File: src/rtl/simd_pkg.sv
// ----------------------------------------------------------------------------
// simd_pkg
// Shared constants for the SIMD ALU lanes.
//   OP_ALU / FN_DIV : opcode/function pair that selects the divide operation.
//   div_state_e     : state encoding of the iterative divider FSM.
//   SAT_MAX/SAT_MIN : saturation limits for the default 32-bit lane width.
// ----------------------------------------------------------------------------
package simd_pkg;

   localparam logic [3:0] OP_ALU = 4'b0000;
   localparam logic [3:0] FN_DIV = 4'b0100;

   localparam logic [31:0] SAT_MAX = 32'h7FFF_FFFF;
   localparam logic [31:0] SAT_MIN = 32'h8000_0000;

   typedef enum logic [1:0] {
      ST_IDLE = 2'd0,
      ST_CALC = 2'd1,
      ST_FIX  = 2'd2,
      ST_DONE = 2'd3
   } div_state_e;

endpackage : simd_pkg

File: src/rtl/div_sat_clamp.sv
// ----------------------------------------------------------------------------
// div_sat_clamp
// Combinational post-processing for a sign-magnitude quotient: optional
// round-half-away-from-zero, sign application, and clamp to a signed
// BIT_WIDTH result. Usable by any lane producing an unsigned magnitude.
// Build option: SIMD_DIV_ROUND_EN enables rounding from the remainder.
// Ports:
//   mag_i      unsigned quotient magnitude, 2*BIT_WIDTH bits
//   neg_i      result is negative
//   rem_i      division remainder (only used when rounding)
//   div_mag_i  divisor magnitude (only used when rounding)
//   data_o     signed, clamped result
//   sat_o      result was clamped
// ----------------------------------------------------------------------------
module div_sat_clamp #(
   parameter int BIT_WIDTH = 32
) (
   input  logic [2*BIT_WIDTH-1:0] mag_i,
   input  logic                   neg_i,
   input  logic [BIT_WIDTH-1:0]   rem_i,
   input  logic [BIT_WIDTH-1:0]   div_mag_i,
   output logic [BIT_WIDTH-1:0]   data_o,
   output logic                   sat_o
);

   localparam int W = BIT_WIDTH;

   localparam logic [W-1:0] MAX_W = {1'b0, {(W-1){1'b1}}};
   localparam logic [W-1:0] MIN_W = {1'b1, {(W-1){1'b0}}};

   // Largest representable magnitudes: 2^(W-1)-1 positive, 2^(W-1) negative.
   localparam logic [2*W:0] POS_LIM = {{(W+2){1'b0}}, {(W-1){1'b1}}};
   localparam logic [2*W:0] NEG_LIM = {{(W+1){1'b0}}, 1'b1, {(W-1){1'b0}}};

   // One extra bit so a rounding increment can never wrap.
   logic [2*W:0] mag_r;

`ifdef SIMD_DIV_ROUND_EN
   // Divisor magnitude is at most 2^(W-1), so 2*rem fits in W+1 bits.
   logic round_up;
   assign round_up = ({rem_i, 1'b0} >= {1'b0, div_mag_i});
   assign mag_r    = {1'b0, mag_i} + {{(2*W){1'b0}}, round_up};
`else
   logic unused_round;
   assign unused_round = ^{rem_i, div_mag_i};
   assign mag_r        = {1'b0, mag_i};
`endif

   always_comb begin
      sat_o  = 1'b0;
      data_o = mag_r[W-1:0];
      if (neg_i) begin
         if (mag_r > NEG_LIM) begin
            data_o = MIN_W;
            sat_o  = 1'b1;
         end else begin
            // Magnitude exactly 2^(W-1) negates onto itself, which is MIN.
            data_o = -mag_r[W-1:0];
         end
      end else if (mag_r > POS_LIM) begin
         data_o = MAX_W;
         sat_o  = 1'b1;
      end
   end

endmodule : div_sat_clamp

File: src/rtl/simd_div_unit.sv
// ----------------------------------------------------------------------------
// simd_div_unit
// Iterative signed fixed-point divider lane: data_in0 / data_in1 in Q-format
// with saturation. Restoring division, one quotient bit per cycle.
// Build option: SIMD_DIV_ROUND_EN (round half away from zero in FIX).
// Ports:
//   clk, reset           clock (rising edge), asynchronous active-high reset
//   opcode, fn           operation select, captured on accept
//   data_in0, data_in1   signed dividend / divisor
//   src1/2_integer_bits  integer bits of dividend / divisor format
//   in_valid, in_ready   request handshake (ready only when idle)
//   data_out, out_valid  result and its valid, held until out_ready
//   out_ready            consumer accepts the result
//   sat_flag, dz_flag    result clamped / divisor was zero
// Latency: out_valid rises 2*BIT_WIDTH+2 edges after accept for a division,
// 1 edge after accept for divide-by-zero and pass-through.
// ----------------------------------------------------------------------------
module simd_div_unit
   import simd_pkg::*;
#(
   parameter int OPCODE_BITS   = 4,
   parameter int FUNCTION_BITS = 4,
   parameter int BIT_WIDTH     = 32
) (
   input  logic                     clk,
   input  logic                     reset,
   input  logic [OPCODE_BITS-1:0]   opcode,
   input  logic [FUNCTION_BITS-1:0] fn,
   input  logic [BIT_WIDTH-1:0]     data_in0,
   input  logic [BIT_WIDTH-1:0]     data_in1,
   input  logic [7:0]               src1_integer_bits,
   input  logic [7:0]               src2_integer_bits,
   input  logic                     in_valid,
   output logic                     in_ready,
   output logic [BIT_WIDTH-1:0]     data_out,
   output logic                     out_valid,
   input  logic                     out_ready,
   output logic                     sat_flag,
   output logic                     dz_flag
);

   localparam int W     = BIT_WIDTH;
   localparam int CNT_W = $clog2(2*W);

   localparam logic [CNT_W-1:0] CNT_LAST = CNT_W'(2*W-1);
   localparam logic [W-1:0]     MAX_W    = {1'b0, {(W-1){1'b1}}};
   localparam logic [W-1:0]     MIN_W    = {1'b1, {(W-1){1'b0}}};

   div_state_e       state_q, state_d;
   logic [CNT_W-1:0] cnt_q, cnt_d;
   logic [2*W-1:0]   quo_q, quo_d;     // dividend shifting out, quotient shifting in
   logic [W-1:0]     rem_q, rem_d;
   logic [W-1:0]     bmag_q, bmag_d;
   logic             neg_q, neg_d;
   logic [W-1:0]     data_q, data_d;
   logic             valid_q, valid_d;
   logic             sat_q, sat_d;
   logic             dz_q, dz_d;

   // Operand decode at the accepting edge
   logic           is_div;
   logic           a_neg, b_neg, b_zero;
   logic [W-1:0]   a_mag, b_mag;
   logic [7:0]     max_ib, f_shift;
   logic [2*W-1:0] dividend;

   assign is_div   = (opcode == OPCODE_BITS'(OP_ALU)) && (fn == FUNCTION_BITS'(FN_DIV));
   assign a_neg    = data_in0[W-1];
   assign b_neg    = data_in1[W-1];
   assign b_zero   = (data_in1 == '0);
   // Two's-complement negate of MIN yields 2^(W-1), correct as unsigned.
   assign a_mag    = a_neg ? -data_in0 : data_in0;
   assign b_mag    = b_neg ? -data_in1 : data_in1;
   assign max_ib   = (src1_integer_bits > src2_integer_bits) ? src1_integer_bits
                                                             : src2_integer_bits;
   // Formats with no fractional bits degrade to plain integer division.
   assign f_shift  = (max_ib >= 8'(W)) ? 8'd0 : (8'(W) - max_ib);
   assign dividend = {{W{1'b0}}, a_mag} << f_shift;

   // One restoring step. The partial remainder stays below the divisor
   // magnitude (<= 2^(W-1)), so the W-bit subtraction cannot lose bits.
   logic [W:0]   rem_sh;
   logic [W-1:0] rem_sub;
   logic         step_ge;

   assign rem_sh  = {rem_q, quo_q[2*W-1]};
   assign step_ge = (rem_sh >= {1'b0, bmag_q});
   assign rem_sub = rem_sh[W-1:0] - bmag_q;

   logic [W-1:0] fix_data;
   logic         fix_sat;

   div_sat_clamp #(
      .BIT_WIDTH (W)
   ) u_clamp (
      .mag_i     (quo_q),
      .neg_i     (neg_q),
      .rem_i     (rem_q),
      .div_mag_i (bmag_q),
      .data_o    (fix_data),
      .sat_o     (fix_sat)
   );

   always_comb begin
      state_d = state_q;
      cnt_d   = cnt_q;
      quo_d   = quo_q;
      rem_d   = rem_q;
      bmag_d  = bmag_q;
      neg_d   = neg_q;
      data_d  = data_q;
      valid_d = valid_q;
      sat_d   = sat_q;
      dz_d    = dz_q;

      unique case (state_q)
         ST_IDLE: begin
            if (in_valid) begin
               sat_d = 1'b0;
               dz_d  = 1'b0;
               if (!is_div) begin
                  data_d  = data_in0;
                  state_d = ST_DONE;
               end else if (b_zero) begin
                  data_d  = a_neg ? MIN_W : MAX_W;
                  sat_d   = 1'b1;
                  dz_d    = 1'b1;
                  state_d = ST_DONE;
               end else begin
                  quo_d   = dividend;
                  rem_d   = '0;
                  bmag_d  = b_mag;
                  neg_d   = a_neg ^ b_neg;
                  cnt_d   = '0;
                  state_d = ST_CALC;
               end
            end
         end
         ST_CALC: begin
            rem_d = step_ge ? rem_sub : rem_sh[W-1:0];
            quo_d = {quo_q[2*W-2:0], step_ge};
            cnt_d = cnt_q + 1'b1;
            if (cnt_q == CNT_LAST) begin
               state_d = ST_FIX;
            end
         end
         ST_FIX: begin
            data_d  = fix_data;
            sat_d   = fix_sat;
            state_d = ST_DONE;
         end
         ST_DONE: begin
            // First DONE cycle only raises out_valid, so data_out is already
            // stable when valid appears and short ops keep a one-edge latency.
            if (!valid_q) begin
               valid_d = 1'b1;
            end else if (out_ready) begin
               valid_d = 1'b0;
               state_d = ST_IDLE;
            end
         end
         default: state_d = ST_IDLE;
      endcase
   end

   always_ff @(posedge clk or posedge reset) begin
      if (reset) begin
         state_q <= ST_IDLE;
         cnt_q   <= '0;
         quo_q   <= '0;
         rem_q   <= '0;
         bmag_q  <= '0;
         neg_q   <= 1'b0;
         data_q  <= '0;
         valid_q <= 1'b0;
         sat_q   <= 1'b0;
         dz_q    <= 1'b0;
      end else begin
         state_q <= state_d;
         cnt_q   <= cnt_d;
         quo_q   <= quo_d;
         rem_q   <= rem_d;
         bmag_q  <= bmag_d;
         neg_q   <= neg_d;
         data_q  <= data_d;
         valid_q <= valid_d;
         sat_q   <= sat_d;
         dz_q    <= dz_d;
      end
   end

   assign in_ready  = (state_q == ST_IDLE) && !reset;
   assign data_out  = data_q;
   assign out_valid = valid_q;
   assign sat_flag  = sat_q;
   assign dz_flag   = dz_q;

endmodule : simd_div_unit
File: config.mk
export PLATFORM = sky130hd
export DESIGN_NAME = simd_div_unit
export DESIGN_NICKNAME = d
export VERILOG_FILES = /design/src/rtl/simd_pkg.sv /design/src/rtl/div_sat_clamp.sv /design/src/rtl/simd_div_unit.sv
export SDC_FILE = /design/constraint.sdc
export NUM_CORES = 1
export LEC_CHECK = 0
export ABC_AREA = 1
export CAP_MARGIN = 20
export CELL_PAD_IN_SITES_DETAIL_PLACEMENT = 1
export CELL_PAD_IN_SITES_GLOBAL_PLACEMENT = 2
export CORE_MARGIN = 2
export CORE_UTILIZATION = 33
export CTS_BUF_LIST = sky130_fd_sc_hd__clkbuf_2
export CTS_CLUSTER_SIZE = 14
export DETAILED_ROUTE_END_ITERATION = 7
export DONT_BUFFER_PORTS = 1
export GPL_ROUTABILITY_DRIVEN = 0
export PLACE_DENSITY = 0.81
export SLEW_MARGIN = 25
export SYNTH_ARGS = -nofsm -noshare
export SYNTH_HDL_FRONTEND = slang
export SYNTH_SLANG_ARGS = --single-unit
File: constraint.sdc
create_clock -name clk -period 5.2 [get_ports clk]
set_clock_uncertainty 0.1 [all_clocks]
set_input_delay 0.52 -clock clk [delete_from_list [all_inputs] [get_ports clk]]
set_output_delay 0.52 -clock clk [all_outputs]
set_load 0.02 [all_outputs]
; After elaboration in Yosys (flattened, before gate mapping)
; Index checks and enable logic that the tools add are counted.
; W data, S select, Z words.
[word_totals]
elab_cells = 91
regBits = 172
inputBits = 92
[op_classes]
n_lt_le_gt_ge = 5
reduce_logical = 14
bitwise = 2
mux = 41
addsub = 6
n_eq_ne = 12
shifts = 1
[op_table]
columns = cell, n
row1 = $mux W32, 13
row2 = $mux W64, 3
row3 = $pmux W32 S2, 2
row4 = $pmux W64 S2, 1
row5 = $neg A32 Y32, 3
row6 = $gt A64 B31 Y1 const B, 1
row7 = $gt A64 B32 Y1 const B, 1
row8 = $shl A32 B8 Y64, 1
row9 = $ge A33 B32 Y1, 1
row10 = $logic_not A32 Y1, 1
row11 = $sub A32 B32 Y32, 1
row12 = $mux W6, 3
row13 = $mux W8, 2
row14 = $mux W2, 6
row15 = $ne A2 B2 Y1 const B, 6
row16 = $pmux W6 S2, 1
row17 = $reduce_and A4 Y1, 3
row18 = $ge A8 B6 Y1 const B, 1
row19 = $gt A8 B8 Y1, 1
row20 = $mux W1, 8
row21 = $pmux W2 S4, 1
row22 = $sub A6 B8 Y8 const A, 1
row23 = $add A6 B1 Y6 const B, 1
row24 = $eq A6 B6 Y1 const B, 1
row25 = 14 further kinds, 18

; Depth between registers and ports, before layout
; Gate-level depths: netlist of run 1.
[depth]
depth_word = 9
ltp_mapped = 27
ltp_nobuf = 26

; Hierarchy
; From an unflattened synthesis of run 1, not the netlist that was laid out.
[unflattened]
hier_cells = 2572
area_unflattened_um2 = 16161.8
[modules_own_cells]
columns = module, n_inst, area_per_inst_um2, cells_each
row1 = simd_div_unit, 1, 14462.6, 2223
row2 = div_sat_clamp, 1, 1699.1, 349

; Least setup slack after synthesis of run 1
; No wires, ideal clock.
[synth_path]
path_kind = input -> register
from = input src2_integer_bits[1]
to = register quo_q[62]
path_stages = 22
n_path_buf = 1
arrival_ps = 2834
setup_ps = 121
path_slack_ps = 2145
cell_sequence = inv_1 -> ha_1 -> nand2_1 -> nand2_1 -> nand2_1 -> nand2_1 -> nand2_1 -> nand2_2 -> nand2_4 -> nand2_1 -> nand2_2 -> inv_2 -> ha_1 -> nand2_2 -> buf_1 -> nand3_1 -> nand3_1 -> nand3_1 -> nand3_1 -> nand2_1 -> o21ai_1 -> nand2_1
[synth_via]
elab_chain_cells = 9
[synth_rtl]
columns = item, line_no
row1 = "start, declared", simd_div_unit.sv:32  ; input logic [7:0] src2_integer_bits,
row2 = $gt A8 B8 Y1, simd_div_unit.sv:74  ; assign max_ib = (src1_integer_bits > src2_integer_bits) ? src1_integer_bits
row3 = $mux W8 (*), simd_div_unit.sv:74
row4 = $sub A6 B8 Y8 or $ge A8 B6 Y1 (tied branches), simd_div_unit.sv:77  ; assign f_shift = (max_ib >= 8'(W)) ? 8'd0 : (8'(W) - max_ib);
row5 = $mux W8 (*), simd_div_unit.sv:77
row6 = $shl A32 B8 Y64 (*), simd_div_unit.sv:78  ; assign dividend = {{W{1'b0}}, a_mag} << f_shift;
row7 = $mux W64 (*), simd_div_unit.sv:124  ; end else if (b_zero) begin
row8 = $mux W64 (*), simd_div_unit.sv:121  ; if (!is_div) begin
row9 = $mux W64 (*), simd_div_unit.sv:118  ; if (in_valid) begin
row10 = $pmux W64 S2 (*), simd_div_unit.sv:116  ; unique case (state_q)
row11 = "end signal, assigned", simd_div_unit.sv:181  ; quo_q <= quo_d;
row12 = "end, declared", simd_div_unit.sv:51  ; logic [2*W-1:0] quo_q, quo_d;
; Mark *: on every way between the ends. The rest lies on a longest branch, timed or not. The select of a mux whose other input is x is not followed.
; A chain may end at the register's enable or synchronous reset.

; Worst setup path in the final report of run 1
[layout_path]
from = input data_in1[2]
to = register bmag_q[29]
[layout_via]
elab_chain_cells = 3
[layout_rtl]
columns = item, line_no
row1 = "start, declared", simd_div_unit.sv:30  ; input logic [BIT_WIDTH-1:0] data_in1,
row2 = "parallel branches: the longest is 3 deep, another holds $neg A32 Y32", --
row3 = "end signal, assigned", simd_div_unit.sv:183  ; bmag_q <= bmag_d;
row4 = "end, declared", simd_div_unit.sv:53  ; logic [W-1:0] bmag_q, bmag_d;
; Several ways; the timed one is not identified.

==> results of run 1 <==
-- where the power goes --
group	switching [mW]	leakage, nW	internal [mW]	total (mW)
sequential	0.530	2.26	1.73	2.26
combinational	3.88	5.82	2.00	5.87
clock	0.576	0.158	0.284	0.859
-- path summary, 6_finish.rpt --
path,startpoint,endpoint,cells after the start
min in group asynchronous,reset,sat_flag$_DFFE_PP0P_,4
worst max register to register,quo_q[0]$_DFFE_PP0P_,data_out[17]$_DFFE_PP0P_,12
max in group asynchronous,reset,bmag_q[10]$_DFFE_PP0P_,4
worst min register to register,cnt_q[5]$_DFFE_PP0P_,cnt_q[5]$_DFFE_PP0P_,1
worst max-delay path,data_in1[2],bmag_q[29]$_DFFE_PP0P_,19
worst min-delay path,data_in1[11],bmag_q[28]$_DFFE_PP0P_,6
-- sequential cells by signal, summed over array words and instances (netlist names) --
| name | flops |
|---|---|
| bmag_q | 32 |
| state_q | 2 |
| sat_flag | 1 |
| out_valid | 1 |
| data_out | 32 |
| neg_q | 1 |
| cnt_q | 6 |
| rem_q | 32 |
| dz_flag | 1 |
| quo_q | 64 |
-- kinds of logic after synthesis --
group,count (synthesis),synth area share (%)
and+or+nand+nor,1287,37.39
AOI/OAI and AO/OA,420,15.69
buffers and inverters,343,9.179
DFF,172,28.37
xor gates and xnor gates,90,5.196
adders and majority gates,50,4.173
-- cell type report --
| class | instances | area, sq um | share of cell area (%) |
|---|---|---|---|
| diodes | 4 | 10.01 | 0.05862 |
| clock inverters | 14 | 185.2 | 1.084 |
| multi-input cells | 1847 | 9502 | 55.65 |
| clock buffers | 18 | 90.09 | 0.5276 |
| flip-flops and latches | 172 | 4304 | 25.21 |
| well taps | 600 | 750.7 | 4.397 |
| inverters | 230 | 867.1 | 5.078 |
| repair buffers | 138 | 1366 | 8.002 |
-- metal layers --
| metal | vias up | wire length (um) | GRT usage, % | part of all wire [%] |
|---|---|---|---|---|
| met5 | - | 0 | 0 | 0 |
| met1 | 8303 | 28950 | 37.21 | 46 |
| li1 | 7980 | - | - | - |
| met3 | 122 | 4160 | 5.804 | 6.6 |
| met4 | 0 | 2095 | 9.796 | 3.3 |
| met2 | 564 | 27760 | 40.80 | 44 |
-- cells in the final DEF (no fill, tap or decap), types with 18 or more instances in the layout --
cell           instances
nand2_1              620
buf_4                 20
xor2_1                69
dlygate4sd3_1        113
nand3_1              371
a21oi_1              103
a22oi_1               34
dfrtp_1              172
inv_1                220
o21ai_1               29
xnor2_1               21
nand4_1               35
nor2_1               181
o21ai_0              187
clkbuf_2              18
ha_1                  49
-- stage by stage --
step,utilization [%],area [sq um]
4_1_cts,37.60,17070
3_3_place_gp,34.44,15630
2_1_floorplan,-,15170
3_5_place_dp,34.44,15630
5_1_grt,37.63,17080
6_report,37.63,17080
-- critical path, delay by kind of cell --
family / cells / cell delay (ns)
AND/OR/NAND/NOR: 14 / 2.46
AO/OA/AOI/OAI: 1 / 0.08
buffers and inverters: 4 / 2.27
==> results.toml, run 1 <==
[outcome]
status = "completed"

[cts]
clk_latency_ns = 1.00
post-cts-setup-buffers = 0
cts-hold-fix-buffers = 115
cts_resized = 0
numCtsBuffers = 17
clk_pin_slew_ns = 0.30
cts_max_path_buffers = 2
cts_root_buf = "clkbuf_2"
cts_tree = "built"
cts_num_sinks = 172
cts_max_level = 4

[flow_run]
cap_violations = 0

[sta]
setup_tns_ns = 0
fin_hold_ws_ns = 0.1382
period_needed_ns = 4.456
timing.slew.headroom_pct = 34.17
hold_viol_final = 0
setup_viol = 0
finalMaxSlewViolations = 0
worst_pin_slew_ns = 0.9864
rsz0062_at_grt = "no"
finalCritPeriodShare_pct = 85.70
worst_slack_ns = 0.7435
fmax_mhz = 224.4

[logic_synthesis]
synth_edf_count = 0
synth-warning-count = 0
syn_area_sq_um = 15170
avgSynthCellArea_sq_um = 6.423
synth_area_leaders = "dfrtp_1 (28%), nand2_1 (15%), nand3_1 (12%)"
yosysTopAreaCell = "dfrtp_1"
synthArstFlopShare_pct = 100.0
ys_top_cells_by_count = "nand2_1 (621), nand3_1 (371), inv_1 (221)"
synth.most_common_cell = "nand2_1"
synth.distinct_cells = 53
ys_ff_latch = 172
yosysTopAreaCellShare_pct = 28.37
synth_nets = 2504
seq_area_frac_synth_pct = 28.37
synth_ff_type = "dfrtp_1"
syn_inst = 2362

[worst_setup_path]
slowest_delay_ns = 0.60
critPathKind = "primary input to flip-flop"
start_kind = "primary input"
crit_fanout = 3
cp.arrival_ns = 5.33
reg2reg_setup_slack_ns = 1.38
critPathRequiredTime_ns = 6.07
end_kind = "flip-flop"
path_cells = "dlygate4sd3_1, nor3_1, nand2_1, nor3_2, nand2_1, nor3_2, nand2_1, nor2_1, nand3_1, nor2_1, nand3_1, nor2_1, nor2_1, nand2_1, dlygate4sd3_1, nand3_1, dlygate4sd3_1, o21ai_0, dlygate4sd3_1"
cp_slowest_cell = "dlygate4sd3_1"

[die]
fp.dieW_um = 218.4
die_h_um = 218.4
start_util_pct = 33.43
core_area_sq_um = 45380
io_pins = 128
die_area_sq_um = 47700
num_rows = 78

[layout]
n_fill_cell = 5861
layout-drive-gt1-share_pct = 4.217
nets = 2548
fin_cells = 3023
area_growth_syn_to_layout_pct = 12.55

[route]
drt_pre_antenna_iters = 5
drt-vias-per-instance = 5.613
drt-total-wl_um = 62960
drtIter0Drc = 1661
avgRoutedWirePerCell_um = 20.83
drc = 0
ant_nets = 0
vias = 16970

[power_and_ir_drop]
power_leakage_nw = 8.239
ir_worst_vdd_v = 0.0003358
pwr_density_cell_nw_per_um2 = 526.8
power.total_mw = 8.995

[global_route]
antenna_found_initial = 4
grt_max_degree = 141
first_global_vias = 17060
grt_pass1_wl_um = 98760
groute.usage.overall_pct = 26.85
gr-total-overflow = 0

[placed_design]
dp.cells = 2872
post-place-ws_ns = 1.184
dp_hpwl_um = 47030
port_buffers = 0

[min_path]
holdCritPathClass = "primary input to flip-flop"
(Power assumes the default switching activity.)
==> inputs of run 2 (changes only) <==
--- a/config.mk
+++ b/config.mk
@@ -12,6 +12,7 @@
 export CORE_MARGIN = 2
 export CORE_UTILIZATION = 33
 export CTS_BUF_LIST = sky130_fd_sc_hd__clkbuf_2
+export CTS_CLUSTER_DIAMETER = 200
 export CTS_CLUSTER_SIZE = 14
 export DETAILED_ROUTE_END_ITERATION = 7
 export DONT_BUFFER_PORTS = 1
@@ -21,3 +22,4 @@
 export SYNTH_ARGS = -nofsm -noshare
 export SYNTH_HDL_FRONTEND = slang
 export SYNTH_SLANG_ARGS = --single-unit
+export TNS_END_PERCENT = 5
==> results of run 2 <==
The final DEF is identical to that of run 1; final timing and power are the same.
